File: src/rtl/serv_mdu_pkg.sv
// serv_mdu_pkg: funct3 encodings, FSM states and loop terminal count for serv_mdu_iter
package serv_mdu_pkg;
  localparam logic [2:0] OP_MUL    = 3'b000;
  localparam logic [2:0] OP_MULH   = 3'b001;
  localparam logic [2:0] OP_MULHSU = 3'b010;
  localparam logic [2:0] OP_MULHU  = 3'b011;
  localparam logic [2:0] OP_DIV    = 3'b100;
  localparam logic [2:0] OP_DIVU   = 3'b101;
  localparam logic [2:0] OP_REM    = 3'b110;
  localparam logic [2:0] OP_REMU   = 3'b111;
  localparam logic [4:0] CNT_LAST  = 5'd31;
  typedef enum logic [2:0] {S_IDLE, S_RUN, S_FIX, S_DONE, S_HOLD} state_t;
endpackage

File: src/rtl/serv_mdu_cneg.sv
// serv_mdu_cneg: width-parameterised conditional two's-complement negator
module serv_mdu_cneg #(
  parameter int W = 32
) (
  input  logic [W-1:0] a,
  input  logic         neg,
  output logic [W-1:0] y
);
  assign y = neg ? -a : a;
endmodule

File: src/rtl/serv_mdu_iter.sv
// serv_mdu_iter: iterative RV32M shift-add multiplier / restoring divider; divider built only with SERV_MDU_DIV_EN
module serv_mdu_iter
  import serv_mdu_pkg::*;
(
  input  logic        i_clk,
  input  logic        i_rst,
  input  logic        i_mdu_valid,
  input  logic [2:0]  i_mdu_op,
  input  logic [31:0] i_mdu_rs1,
  input  logic [31:0] i_mdu_rs2,
  output logic [31:0] o_mdu_rd,
  output logic        o_mdu_ready
);
  state_t state, state_nxt;
  logic [4:0] cnt;
  logic [63:0] acc, acc_nxt, prod;
  logic [31:0] b_q, a_mag, b_mag, fast_rd, res_sel;
  logic [32:0] mul_sum;
  logic [2:0] op_q;
  logic s1_q, s2_q, sg1, sg2, fast;
  assign sg1 = i_mdu_op[2] ? ~i_mdu_op[0] : i_mdu_op[1] ^ i_mdu_op[0];
  assign sg2 = i_mdu_op[2] ? ~i_mdu_op[0] : i_mdu_op[1:0] == 2'b01;
  serv_mdu_cneg #(.W(32)) u_amag (.a(i_mdu_rs1), .neg(sg1 & i_mdu_rs1[31]), .y(a_mag));
  serv_mdu_cneg #(.W(32)) u_bmag (.a(i_mdu_rs2), .neg(sg2 & i_mdu_rs2[31]), .y(b_mag));
  serv_mdu_cneg #(.W(64)) u_prod (.a(acc), .neg(s1_q ^ s2_q), .y(prod));
  assign mul_sum = {1'b0, acc[63:32]} + (acc[0] ? {1'b0, b_q} : 33'd0);
`ifdef SERV_MDU_DIV_EN
  logic [31:0] diff, quot, rem;
  logic no_borrow;
  // acc[63:31] is the partial remainder after this cycle's left shift
  assign no_borrow = acc[63:31] >= {1'b0, b_q};
  assign diff = acc[62:31] - b_q;
  serv_mdu_cneg #(.W(32)) u_quot (.a(acc[31:0]), .neg(s1_q ^ s2_q), .y(quot));
  serv_mdu_cneg #(.W(32)) u_rem (.a(acc[63:32]), .neg(s1_q), .y(rem));
  assign fast = i_mdu_op[2] & ~|i_mdu_rs2;
  assign fast_rd = i_mdu_op[1] ? i_mdu_rs1 : 32'hFFFF_FFFF;
  assign acc_nxt = !op_q[2] ? {mul_sum, acc[31:1]} : no_borrow ? {diff, acc[30:0], 1'b1} : {acc[62:0], 1'b0};
  assign res_sel = op_q == OP_MUL ? prod[31:0] : !op_q[2] ? prod[63:32] : op_q[1] ? rem : quot;
`else
  assign fast = i_mdu_op[2];
  assign fast_rd = 32'd0;
  assign acc_nxt = {mul_sum, acc[31:1]};
  assign res_sel = op_q == OP_MUL ? prod[31:0] : prod[63:32];
`endif
  always_ff @(posedge i_clk or posedge i_rst)
    if (i_rst) state <= S_IDLE;
    else state <= state_nxt;
  always_comb begin
    state_nxt = S_IDLE;
    case (state)
      S_IDLE: state_nxt = i_mdu_valid ? (fast ? S_DONE : S_RUN) : S_IDLE;
      S_RUN:  state_nxt = cnt == CNT_LAST ? S_FIX : S_RUN;
      S_FIX:  state_nxt = S_DONE;
      S_DONE: state_nxt = S_HOLD;
      S_HOLD: state_nxt = i_mdu_valid ? S_HOLD : S_IDLE;
      default: state_nxt = S_IDLE;
    endcase
  end
  always_comb o_mdu_ready = state == S_DONE;
  always_ff @(posedge i_clk or posedge i_rst)
    if (i_rst) begin
      cnt <= '0;
      acc <= '0;
      b_q <= '0;
      op_q <= '0;
      s1_q <= 1'b0;
      s2_q <= 1'b0;
      o_mdu_rd <= '0;
    end else if (state == S_IDLE && i_mdu_valid) begin
      op_q <= i_mdu_op;
      s1_q <= sg1 & i_mdu_rs1[31];
      s2_q <= sg2 & i_mdu_rs2[31];
      b_q <= b_mag;
      acc <= {32'd0, a_mag};
      cnt <= '0;
      if (fast) o_mdu_rd <= fast_rd;
    end else if (state == S_RUN) begin
      cnt <= cnt + 5'd1;
      acc <= acc_nxt;
    end else if (state == S_FIX) begin
      o_mdu_rd <= res_sel;
    end
endmodule

File: config.mk
export PLATFORM = sky130hd
export DESIGN_NAME = serv_mdu_iter
export DESIGN_NICKNAME = d
export VERILOG_FILES = /design/src/rtl/serv_mdu_pkg.sv /design/src/rtl/serv_mdu_cneg.sv /design/src/rtl/serv_mdu_iter.sv
export SDC_FILE = /design/constraint.sdc
export NUM_CORES = 1
export LEC_CHECK = 0
export ABC_AREA = 1
export CELL_PAD_IN_SITES_DETAIL_PLACEMENT = 0
export CELL_PAD_IN_SITES_GLOBAL_PLACEMENT = 1
export CORE_ASPECT_RATIO = 0.9
export CORE_MARGIN = 4
export CORE_UTILIZATION = 42
export DETAILED_ROUTE_END_ITERATION = 10
export GPL_TIMING_DRIVEN = 0
export PLACE_DENSITY_LB_ADDON = 0.05
export RECOVER_POWER = 50
export SETUP_SLACK_MARGIN = 0.15
export SKIP_LAST_GASP = 1
export SYNTH_ARGS = -nofsm -noshare
export SYNTH_HDL_FRONTEND = slang
export SYNTH_SLANG_ARGS = --single-unit
File: constraint.sdc
create_clock -name i_clk -period 7.5 [get_ports i_clk]
set_clock_uncertainty 0.1 [all_clocks]
set_input_delay 2.25 -clock i_clk [delete_from_list [all_inputs] [get_ports i_clk]]
set_output_delay 2.25 -clock i_clk [all_outputs]
set_load 0.1 [all_outputs]
# After elaboration in Yosys (flattened, before gate mapping)
# Index checks and enable logic that the tools add are counted.
totals:
  reg_bits: 141
  latch_bits: 0
  mem_bits_rw: 0
  mem_bits_ro: 0
  out_inout_bits: 33
  elab_cells: 52
  n_memories: 0
op_classes:
  add_sub_neg: 5
  mul: 0
  div: 0
  order_cmp: 0
  eq_ne: 8
  shifts: 0
  mux: 20
  bitwise: 5
  reduce_logical: 6
op_table:
  columns: ["op", "n"]
  rows:
  - ["32-bit two-way mux", 8]
  - ["64-bit two-way mux", 3]
  - ["32-bit negator", 2]
  - ["64-bit negator", 1]
  - ["32-bit by 32-bit adder with 33-bit output", 1]
  - ["3-bit one-hot mux with 5 select lines", 1]
  - ["5-bit two-way mux", 2]
  - ["3-bit by 2-bit equality test with 1-bit output (second input constant)", 2]
  - ["3-bit logical NOT", 2]
  - ["2-bit two-way mux", 3]
  - ["5-bit by 1-bit adder with 5-bit output (second input constant)", 1]
  - ["5-bit equality test (second input constant)", 1]
  - ["2-bit inequality test (second input constant)", 2]
  - ["2-bit nonzero test", 2]
  - ["3-bit by 1-bit equality test with 1-bit output (second input constant)", 1]
  - ["3-bit equality test (second input constant)", 1]
  - ["3-bit two-way mux", 1]
  - ["3-bit AND reduction", 1]
  - ["1-bit AND", 2]
  - ["2-bit by 1-bit equality test with 1-bit output (second input constant)", 1]
  - ["1-bit two-way mux", 2]
  - ["1-bit XOR", 2]
  - ["1-bit logical AND", 1]
  - ["1-bit inverter", 1]

# Depth between registers and ports, before layout
depth:
  depth_word: 6
  ltp_mapped: 17

# Hierarchy
# From an unflattened synthesis, not the netlist that was laid out.
hier_totals:
  cells_unflattened: 2181
  area_unflattened_um2: 13392.8
modules_own_cells:
  columns: ["mod", "instances", "cells_each", "area_each_um2", "seq_area_each_um2"]
  rows:
  - ["serv_mdu_iter", 1, 1233, 8877.3, 3528.4]
  - ["serv_mdu_cneg at u_prod", 1, 498, 2411.1, 0.0]
  - ["serv_mdu_cneg at u_amag ...", 2, 225, 1052.3, 0.0]

# Worst setup path after synthesis
# OpenSTA, ideal clock, no wires.
synth_path:
  path_kind: "flip-flop to output port"
  start: "register state[2]"
  end: "output o_mdu_ready"
  arrival_time_ps: 1786
  t_required_ps: 5150
  path_slack_ps: 3364
  path_stages_with_launch: 4
  n_path_buf: 0
  cell_sequence: "dfrtp_1 inv_1 nand2_1 nor2_1"
synth_via:
  elab_chain_len: 1
synth_rtl:
  columns: ["element", "line_no", "text"]
  rows:
  - ["start: declaration", "serv_mdu_iter.sv:14", "state_t state, state_nxt;"]
  - ["start signal: assignment", "serv_mdu_iter.sv:47", "else state <= state_nxt;"]
  - ["3-bit by 2-bit equality test with 1-bit output", "serv_mdu_iter.sv:59", "always_comb o_mdu_ready = state == S_DONE;"]
  - ["end: declaration", "serv_mdu_iter.sv:12", "output logic o_mdu_ready"]
# No other way between the ends.

# Worst setup path in the final report
# Ends and elaborated chain as after synthesis.

==> flow_summary.json <==
{
  "status": "complete, but fails checks",
  "violations": "capacitance limit, slew limit",
  "post_cts_resized": 0,
  "drive_gt1_frac": 0.04565,
  "max_stage_delay_ns": 1.15,
  "drt_first_pass_iters": 6,
  "final-max-slew-violation-count": 63,
  "syn-cell-area_sq_mm": 0.01217,
  "p_total_w": 0.006405,
  "cts_hold_buf": 0,
  "clk_pin_slew_ns": 0.07,
  "routed_via_density": 5.494,
  "final.setup.tns_ns": 0,
  "dp_slack_ns": 2.950,
  "cap_viol_max_count": 1,
  "cts.htree.levels": 4,
  "whs_ns": 0.3747,
  "hold_viol": 0,
  "vdd.ir_drop.worst_mv": 0.2403,
  "max-clock-path-buffers": 2,
  "fillCellCount": 2961,
  "cts_buffers": 17,
  "critPathCaptureType": "output pin",
  "synthDistinctLibCells": 50,
  "antenna_found_initial": 0,
  "cts_tree": "done",
  "initial_core_util": 0.4311,
  "ys_seq_area_frac": 0.2899,
  "yosys_warnings": 0,
  "drt_iter0_markers": 1472,
  "rows": 58,
  "cp.arrival_ns": 2.26,
  "netlist_instances": 1990,
  "leakage_nw": 6.999,
  "postSynth.asyncResetShare": 1.000,
  "synth_flop_cell": "dfrtp_1",
  "cts-root-buf": "clkbuf_16",
  "setup_violations": 0,
  "drc": 0,
  "max_freq_ghz": 0.2168,
  "clkLatencyLatePin_ns": 0.45,
  "power_density_mw_per_mm2": 449.8,
  "cp-start-kind": "register",
  "num_io_pins": 103,
  "vias": 13650,
  "synth_edf_count": 0,
  "num-nets-final": 2221,
  "crit_chain": "inv_1, nand2_1, nor2_1, clkdlybuf4s50_1",
  "grt.overflow.total": 0,
  "worstPathMaxFanout": 3,
  "synth-seq-cells": 141,
  "grtUsageTotal": 0.2970,
  "ant_nets": 0,
  "syn2layout_area_growth_pct": 17.00,
  "place_congestion": 0.9830,
  "die_w_um": 187.4,
  "critical_path_buf_inv_count": 2,
  "core_sq_mm": 0.02823,
  "crit_family": "buffers and inverters",
  "max_slew.worst_pin.slew_ns": 2.988,
  "critPathKind": "reg2out",
  "final_common_cell": "nand2_1",
  "dpl.hpwl_um": 39180,
  "port_buffers": 102,
  "wire_per_inst_um": 19.20,
  "cpMaxStageDelayCell": "clkdlybuf4s50_1",
  "die-area_sq_mm": 0.03177,
  "syn_area_per_cell_sq_um": 6.116,
  "relSlewSlack": -1.003,
  "stdcell_count": 2485,
  "grt_max_degree": 80,
  "grt_pass1_wl_um": 72840,
  "cp.required_ns": 5.15,
  "post_cts_buffers": 0,
  "rsz0062_at_grt": "no",
  "grt_pass1_vias": 12270,
  "period_minus_slack_ns": 4.613,
  "dp_cells": 2453,
  "worst_slack_ns": 2.887,
  "cts_sinks": 141,
  "diodes": 0,
  "hp-class": "reg2reg",
  "fin_crit_sh": 0.6151,
  "die_y_um": 169.5,
  "final_cell_mix": "nand2_1, nor2_1, inv_1",
  "syn_nets": 2099,
  "routed_wl_um": 47710
}
[flip-flops by register name, indices dropped and copies added (netlist names)]
name,count
op_q,3
s1_q,1
cnt,5
acc,64
s2_q,1
o_mdu_rd,32
state,3
b_q,32
[routing by layer]
layer | track usage | up-vias | routed length, um
li1 | - | 6721 | -
met1 | 0.4512 | 6321 | 23300
met2 | 0.4244 | 564 | 19230
met3 | 0.07425 | 46 | 4224
met4 | 0.06860 | 0 | 957
met5 | 0 | - | 0
[path summary, 6_finish.rpt]
kind,from,end,slack [ns],cells past startpoint
max,state[2],o_mdu_ready,2.89,4
min,o_mdu_rd[27],o_mdu_rd[27],0.37,2
max reg2reg,acc[0],acc[44],4.53,12
min reg2reg,o_mdu_rd[27],o_mdu_rd[27],0.37,2
max in group asynchronous,i_rst,b_q[18],2.94,2
min in group asynchronous,i_rst,o_mdu_rd[17],3.01,2
[where the power goes]
| group | leakage (nW) | internal [W] | switching (W) |
|---|---|---|---|
| Combinational | 4.94 | 0.00113 | 0.00294 |
| Clock | 0.276 | 0.000468 | 0.000383 |
| Sequential | 1.78 | 0.00112 | 0.000367 |
[area by class of cell]
class                   count  area, sq um  share of cell area
flip-flops and latches    141         3528              0.2478
plain buffers              60        301.5             0.02118
well taps                 360        450.4             0.03163
inverters                 234        879.6             0.06177
repair buffers            103         1049             0.07363
multi-input cells        1555         7456              0.5236
clock buffers              18        429.2             0.03014
clock inverters            14        146.4             0.01028
[cells by family after synthesis]
kind of cell	share of synthesized area
AOI/OAI and AO/OA	0.1334
xor gates and xnor gates	0.02375
adders and majority gates	0.04071
buffers and inverters	0.09705
DFF	0.2899
and+or+nand+nor	0.4151
[synthesized netlist by cell type (all sizes together) (5+ instances only)]
cell type,instances,share of area
nand4,28,0.014
clkbuf,36,0.013
nand3b,19,0.012
nand2,623,0.19
o211ai,6,0.0037
buf,23,0.011
a22oi,5,0.0031
xor2,32,0.023
nor2,262,0.088
a21oi,76,0.031
o31ai,6,0.0037
o21ai,177,0.073
o22ai,8,0.0041
inv,234,0.072
a31oi,12,0.0062
ha,38,0.039
or2,7,0.0038
dfrtp,141,0.29
nor3,27,0.012
nand3,209,0.087
[per-stage QoR]
stage	instance area, sq um	utilization
after CTS	14250	0.5048
final	14240	0.5044
after detailed placement	13670	0.4844
after global placement	13640	0.4832
after floorplan	12170	-
after global routing	14240	0.5044
[worst reg2reg max path: stages (launching register included)]
cell,delay [ns]
dfrtp_1,0.32
buf_2,0.32
clkbuf_1,0.35
nand2_1,0.09
inv_1,0.11
ha_1,0.31
a21oi_1,0.26
nand2_1,0.18
nor2_1,0.13
nand2_1,0.18
or2_2,0.33
nand3_1,0.06
o21ai_0,0.09
(Power assumes the default switching activity.)
